===== config.mk =====
export PLATFORM = sky130hd
export DESIGN_NAME = ula_flat
export DESIGN_NICKNAME = d
export VERILOG_FILES = /design/src/rtl/ula_if.sv /design/src/rtl/ula.sv /design/src/flat_wrapper.sv
export SDC_FILE = /design/constraint.sdc
export NUM_CORES = 1
export LEC_CHECK = 0
export ABC_CLOCK_PERIOD_IN_PS = 9700
export CORE_ASPECT_RATIO = 1.5
export CORE_UTILIZATION = 40
export DETAILED_ROUTE_END_ITERATION = 10
export GPL_TIMING_DRIVEN = 0
export PLACE_DENSITY = 0.71
export SYNTH_ARGS = -nofsm -noshare
export SYNTH_HDL_FRONTEND = slang
export SYNTH_SLANG_ARGS = --single-unit

===== constraint.sdc =====
create_clock -name clk -period 9.7 [get_ports clk]
set_input_delay 1.455 -clock clk [delete_from_list [all_inputs] [get_ports clk]]
set_output_delay 1.455 -clock clk [all_outputs]
set_load 0.03 [all_outputs]

===== src/rtl/ula_if.sv =====
// ============================================================================
// ula_if : operand/result bundle between the datapath and the ALU
// Rev 1.0
// ============================================================================
`default_nettype none

interface ula_if;
  logic [31:0] A;
  logic [31:0] B;
  logic [1:0]  ALUControl;
  logic        FlagWrite;
  logic [31:0] Result;
  logic [3:0]  Flags;
  logic [3:0]  StoredFlags;

  modport master (
    output A, B, ALUControl, FlagWrite,
    input  Result, Flags, StoredFlags
  );

  modport slave (
    input  A, B, ALUControl, FlagWrite,
    output Result, Flags, StoredFlags
  );
endinterface

`default_nettype wire


===== src/rtl/ula.sv =====
// ============================================================================
// ula : 32-bit ADD/SUB/AND/ORR unit with NZCV flags and a stored-flag register
// Rev 1.0
// ============================================================================
`default_nettype none

module ula (
  input  wire logic clk,
  input  wire logic reset,
  ula_if.slave      bus
);

  localparam logic [1:0] c_OP_AND = 2'b10;
  localparam logic [1:0] c_OP_ORR = 2'b11;

  logic [31:0] w_b_operand;
  logic [32:0] w_sum;
  logic [31:0] w_result;
  logic        w_n;
  logic        w_z;
  logic        w_c;
  logic        w_v;
  logic [3:0]  w_flags;
  logic [3:0]  r_stored_flags;

  // One adder serves both ADD and SUB; SUB is A + ~B + 1.
  assign w_b_operand = bus.ALUControl[0] ? ~bus.B : bus.B;
  assign w_sum       = {1'b0, bus.A} + {1'b0, w_b_operand} + {32'd0, bus.ALUControl[0]};

  always_comb begin
    w_result = w_sum[31:0];
    case (bus.ALUControl)
      c_OP_AND: w_result = bus.A & bus.B;
      c_OP_ORR: w_result = bus.A | bus.B;
      default:  w_result = w_sum[31:0];
    endcase
  end

  assign w_n = w_result[31];
  assign w_z = (w_result == 32'h0);
  assign w_c = ~bus.ALUControl[1] & w_sum[32];
  // Overflow when operand signs (B inverted for SUB) agree but the sum sign differs from A.
  assign w_v = ~bus.ALUControl[1]
             & ~(bus.A[31] ^ bus.B[31] ^ bus.ALUControl[0])
             & (bus.A[31] ^ w_sum[31]);

  assign w_flags = {w_n, w_z, w_c, w_v};

  always_ff @(posedge clk or posedge reset) begin
    if (reset) begin
      r_stored_flags <= 4'b0000;
    end else if (bus.FlagWrite) begin
      r_stored_flags <= w_flags;
    end
  end

  assign bus.Result      = w_result;
  assign bus.Flags       = w_flags;
  assign bus.StoredFlags = r_stored_flags;

endmodule

`default_nettype wire


===== src/flat_wrapper.sv =====
// flat-port wrapper written by rule: the top's interface ports become plain ports
module ula_flat 
  (clk, reset, bus_A, bus_B, bus_ALUControl, bus_FlagWrite, bus_Result, bus_Flags, bus_StoredFlags);
  ula_if bus_i ();
  input  wire logic clk;
  input  wire logic reset;
  input wire logic [$bits(bus_i.A)-1:0] bus_A;
  input wire logic [$bits(bus_i.B)-1:0] bus_B;
  input wire logic [$bits(bus_i.ALUControl)-1:0] bus_ALUControl;
  input wire logic [$bits(bus_i.FlagWrite)-1:0] bus_FlagWrite;
  output wire logic [$bits(bus_i.Result)-1:0] bus_Result;
  output wire logic [$bits(bus_i.Flags)-1:0] bus_Flags;
  output wire logic [$bits(bus_i.StoredFlags)-1:0] bus_StoredFlags;
  assign bus_i.A = bus_A;
  assign bus_i.B = bus_B;
  assign bus_i.ALUControl = bus_ALUControl;
  assign bus_i.FlagWrite = bus_FlagWrite;
  assign bus_Result = bus_i.Result;
  assign bus_Flags = bus_i.Flags;
  assign bus_StoredFlags = bus_i.StoredFlags;
  ula u_core (.clk(clk), .reset(reset), .bus(bus_i));
endmodule

# After elaboration in Yosys (flattened, before gate mapping)
# Index checks and enable logic that the tools add are counted.
# word_totals
inputBits	69
ff_bits	4
word_cells	19
# classes
n_eq_ne	2
muxes	2
bitwise_logic	11
add_sub_neg	2
reduce_logical	1
# op_table
operator	n
one-hot mux 32 bit (2 select lines)	1
adder 32 x 32 -> 33 bit	1
adder 33 x 1 -> 33 bit	1
AND 32 bit	1
logical NOT 32 bit	1
two-way mux 32 bit	1
inverter 32 bit	1
OR 32 bit	1
== test 2 bit, second input constant	2
AND 1 bit	3
bitwise XOR 1 bit	3
inverter 1 bit	2

# Longest topological paths before layout
# depth
ltp_word	6
mapped_depth	19

# Worst setup path after synthesis
# No wires, ideal clock.
# synth_timing
path_type	input to output
start	input bus_ALUControl[0]
end	output bus_Flags[2]
n_path_buf	7
path_stages	19
arrival_time_ns	6.806
slack_ns	1.439
path_cell_list	clkbuf_1 -> clkbuf_1 -> clkbuf_1 -> buf_1 -> buf_1 -> xor2_1 -> ha_1 -> buf_6 -> a21o_1 -> a221o_1 -> a22oi_2 -> nand2_1 -> a311oi_1 -> o211ai_1 -> or4_1 -> or4b_1 -> or4_4 -> nor2_1 -> buf_4
# synth_via
elab_chain_len	5
word_cells_on_any_way	7
classes_between	add/sub: 2; eq/ne: 2; mux: 2; reduce/logical: 1
# synth_rtl
item	line	source
from (decl)	flat_wrapper.sv:9	input wire logic [$bits(bus_i.ALUControl)-1:0] bus_ALUControl;
two-way mux 32 bit	ula.sv:27	assign w_b_operand = bus.ALUControl[0] ? ~bus.B : bus.B;
adder 32 x 32 -> 33 bit	ula.sv:28	assign w_sum = {1'b0, bus.A} + {1'b0, w_b_operand} + {32'd0, bus.ALUControl[0]};
adder 33 x 1 -> 33 bit	ula.sv:28	
one-hot mux 32 bit (2 select lines) *	ula.sv:32	case (bus.ALUControl)
logical NOT 32 bit *	ula.sv:40	assign w_z = (w_result == 32'h0);
to (decl)	flat_wrapper.sv:12	output wire logic [$bits(bus_i.Flags)-1:0] bus_Flags;
# Mark *: on every way between the ends. The rest lies on a longest branch, timed or not.

# Final worst setup path
# Same ends and word-level chain as after synthesis.

==> summary.md <==
| Metric | Value |
|---|---|
| Layout cells sized above 1 | 0.0568 |
| Fin crit share | 0.968 |
| Setup WS pre-CTS | -1.47 ns |
| Syn Inst Count | 490 |
| Area delta synth->final | 38.0% |
| H-tree levels | 1 |
| Slew HR | 0.442 |
| Critical Path AT | about 8 ns |
| RSZ-0062 raised after global routing | false |
| Hold Slack | roughly 0.5 ns |
| Drt wl/cell | 17.7 um |
| CTS tree | built |
| Total setup buffers inserted after CTS | 0 |
| Top_reg_cell synth | dfrtp_1 |
| Skew final | 0 ns |
| GPL Wtd Cong | between 0.9 and 1 |
| Worst path required time | approximately 8.3 ns |
| Core area | around 8400 um2 |
| Crit path cell chain | clkdlybuf4s50_1 > clkbuf_2 > buf_6 > clkdlybuf4s15_2 > xor2_1 > ha_1 > a21o_1 > a221o_1 > a22oi_2 > nand2_1 > a311oi_1 > o211ai_1 > or4_1 > or4b_1 > or4_4 > nor2_1 > buf_4 > clkdlybuf4s50_1 |
| Critical path endpoint category | output pin |
| Post-DP HPWL | 10.3 mm |
| Tmin final | between 9 and 10 ns |
| Maxcap violations | 0 |
| Placed insts | around 710 |
| IO Count | approximately 110 |
| Die Y | between 100 and 150 um |
| Final non-filler cell total | about 700 |
| Gr usage total | 0.275 |
| Status | finished clean |
| Worst path slowest cell | clkdlybuf4s50_1 |
| Syn_nets | 595 |
| Post-route setup TNS | 0 ns |
| Fill cells | just over 800 |
| CP dominant cell by count | clkdlybuf4s50_1 |
| Most frequent cells after synthesis | 50 x nand2_1, 46 x a21oi_1, 40 x nor2_1 |
| Critical path peak fanout | 28 |
| Seq cells post-synth | 4 |
| Syn avg cell area | roughly 7 um2 |
| PnR worst setup slack | 0.312 ns |
| Cell variety after synth | between 70 and 80 |
| TritonCTS Buffers | 3 |
| Tightest Pin Transition | 0.827 ns |
| Synth area leader | ha_1 |
| Crit-path leading delay family | buffers and inverters |
| Max incr delay on CP | ~0.65 ns |
| Synthesized cell area | about 3400 um2 |
| Largest register FFs | 4 |
| Post-layout util | 0.565 |
| Final setup violating endpoints | 0 |
| Most common cell in the netlist | nand2_1 |
| DRC Markers | 0 |
| Hold Crit Class | flop to flop |
| Maximum clock insertion buffer count | 2 |
| CTS Root Cell | clkbuf_16 |
| First-pass GRT wire length | 19.7 mm |
| Setup Crit Path Kind | input port to output pin |
| Clk sinks | 4 |
| DRT iter0 DRCs | about 220 |
| Later-pin clock latency in the skew report | 0.22 ns |
| Top-area cell type share of the netlist area | 0.128 |
| Final hold vios | 0 |
| Die area | around 8900 um2 |
| Post-CTS Resized | 7 |
| Remaining Overflow, GRT | 0 |
| Initial Util | 0.410 |
| Die Wd | roughly 78 um |
| Port bufs | 108 |
| F_max | 0.107 GHz |
| Area occupied by multi-input gates | 3100 um2 |
| 1st-pass router iterations | 7 |
| Vias | approximately 4,300 |
| Ant diodes | 0 |
| Synth area leaders | ha_1 13%, xor2_1 9.7%, maj3_1 7.0% |
| Worst-path clk slew | approximately 0.03 ns |
| Sequential share of the synthesized area | 0.0292 |
| FF/Latch Area | around 100 um2 |
| Vias in the first global route | around 4,100 |
| Routed wire length | approximately 13 mm |
| WP buf/inv | 6 |
| Yosys warning total | 0 |
| Pin count of the biggest net entering global routing | 29 |
| Synth async-reset ratio | 1.00 |
| Pwr/cell area | ~110 nW/um2 |
| Fin nets | between 700 and 800 |
| Rows | about 40 |
| Vias per Instance | between 6 and 7 |
| Hold-fix buffers, CTS | 0 |
| Max VDD drop | roughly 95 uV |
| Static Leakage | 1.85 nW |
| Number of flops mapped to enable cells by yosys | 0 |
| Final count of pins violating max slew | 0 |
| Initial antenna violation count | 0 |
| Post-route ant nets | 0 |
| CP Launch Type | input port |
report_power, final:
part / leakage (nW) / total [mW] / internal [mW] / switching (mW)
clock network: 0.0370 / 0.0643 / 0.0527 / 0.0117
logic: 1.76 / 0.441 / 0.182 / 0.259
registers: 0.0525 / 0.0201 / 0.0190 / 0.00106
area by class of cell:
type	count	area share
Inverter	16	0.0127
Multi-Input combinational cell	444	0.655
Timing Repair Buffer	108	0.229
Sequential cell	4	0.0212
Clock buffer	3	0.0159
Buffer	24	0.0379
Tap cell	107	0.0283
cells by family (layout without fill, tap and decap cells):
kind of cell	after synthesis	after routing	synth area share
buf+inv	42	151	0.0665
mux	8	8	0.0248
compound gates	171	171	0.335
fa+ha+maj	60	60	0.204
xor+xnor	45	45	0.115
simple gates	160	160	0.225
flops	4	4	0.0292
cell usage in the layout, fill, tap and decap left out, types with 5 or more instances in the layout:
master,count
xnor2_1,7
maj3_1,24
a211o_1,5
a21o_1,7
clkbuf_1,5
buf_4,5
a211oi_1,6
o21ai_0,37
nand4_1,7
a21oi_1,46
inv_1,15
nor4_1,8
or4_1,5
clkdlybuf4s50_1,108
nand2_1,50
o21a_1,9
buf_6,7
nand3_1,12
nor3_1,11
nor2b_1,8
xor2_1,38
nor2_1,40
o31ai_1,8
o211ai_1,9
ha_1,35
per-layer routing:
layer  track usage  vias to the layer above  wire (um)
li1              -                     2069          -
met1         0.303                     1993       4880
met2         0.530                      173       6600
met3        0.0206                       35        526
met4         0.119                        0        501
met5             0                        -          0
worst paths after layout:
check | start | endpoint | slack [ns] | depth (start not counted)
min in group asynchronous | reset | u_core.bus.StoredFlags[1] | 1.41 | 2
worst max-delay path | bus_ALUControl[0] | bus_Flags[2] | 0.31 | 18
worst min register to register | u_core.bus.StoredFlags[3] | u_core.bus.StoredFlags[3] | 0.50 | 1
max in group asynchronous | reset | u_core.bus.StoredFlags[3] | 8.14 | 2
worst max register to register | u_core.bus.StoredFlags[1] | u_core.bus.StoredFlags[1] | 8.95 | 1
worst min-delay path | u_core.bus.StoredFlags[3] | u_core.bus.StoredFlags[3] | 0.50 | 1
stage by stage:
step / power, mW / instance area [um2]
2_1_floorplan: 0.302 / 3430
3_3_place_gp: 0.450 / 4640
3_5_place_dp: 0.455 / 4640
4_1_cts: 0.523 / 4720
5_1_grt: 0.562 / 4730
6_report: 0.525 / 4730
(Power assumes the default switching activity.)
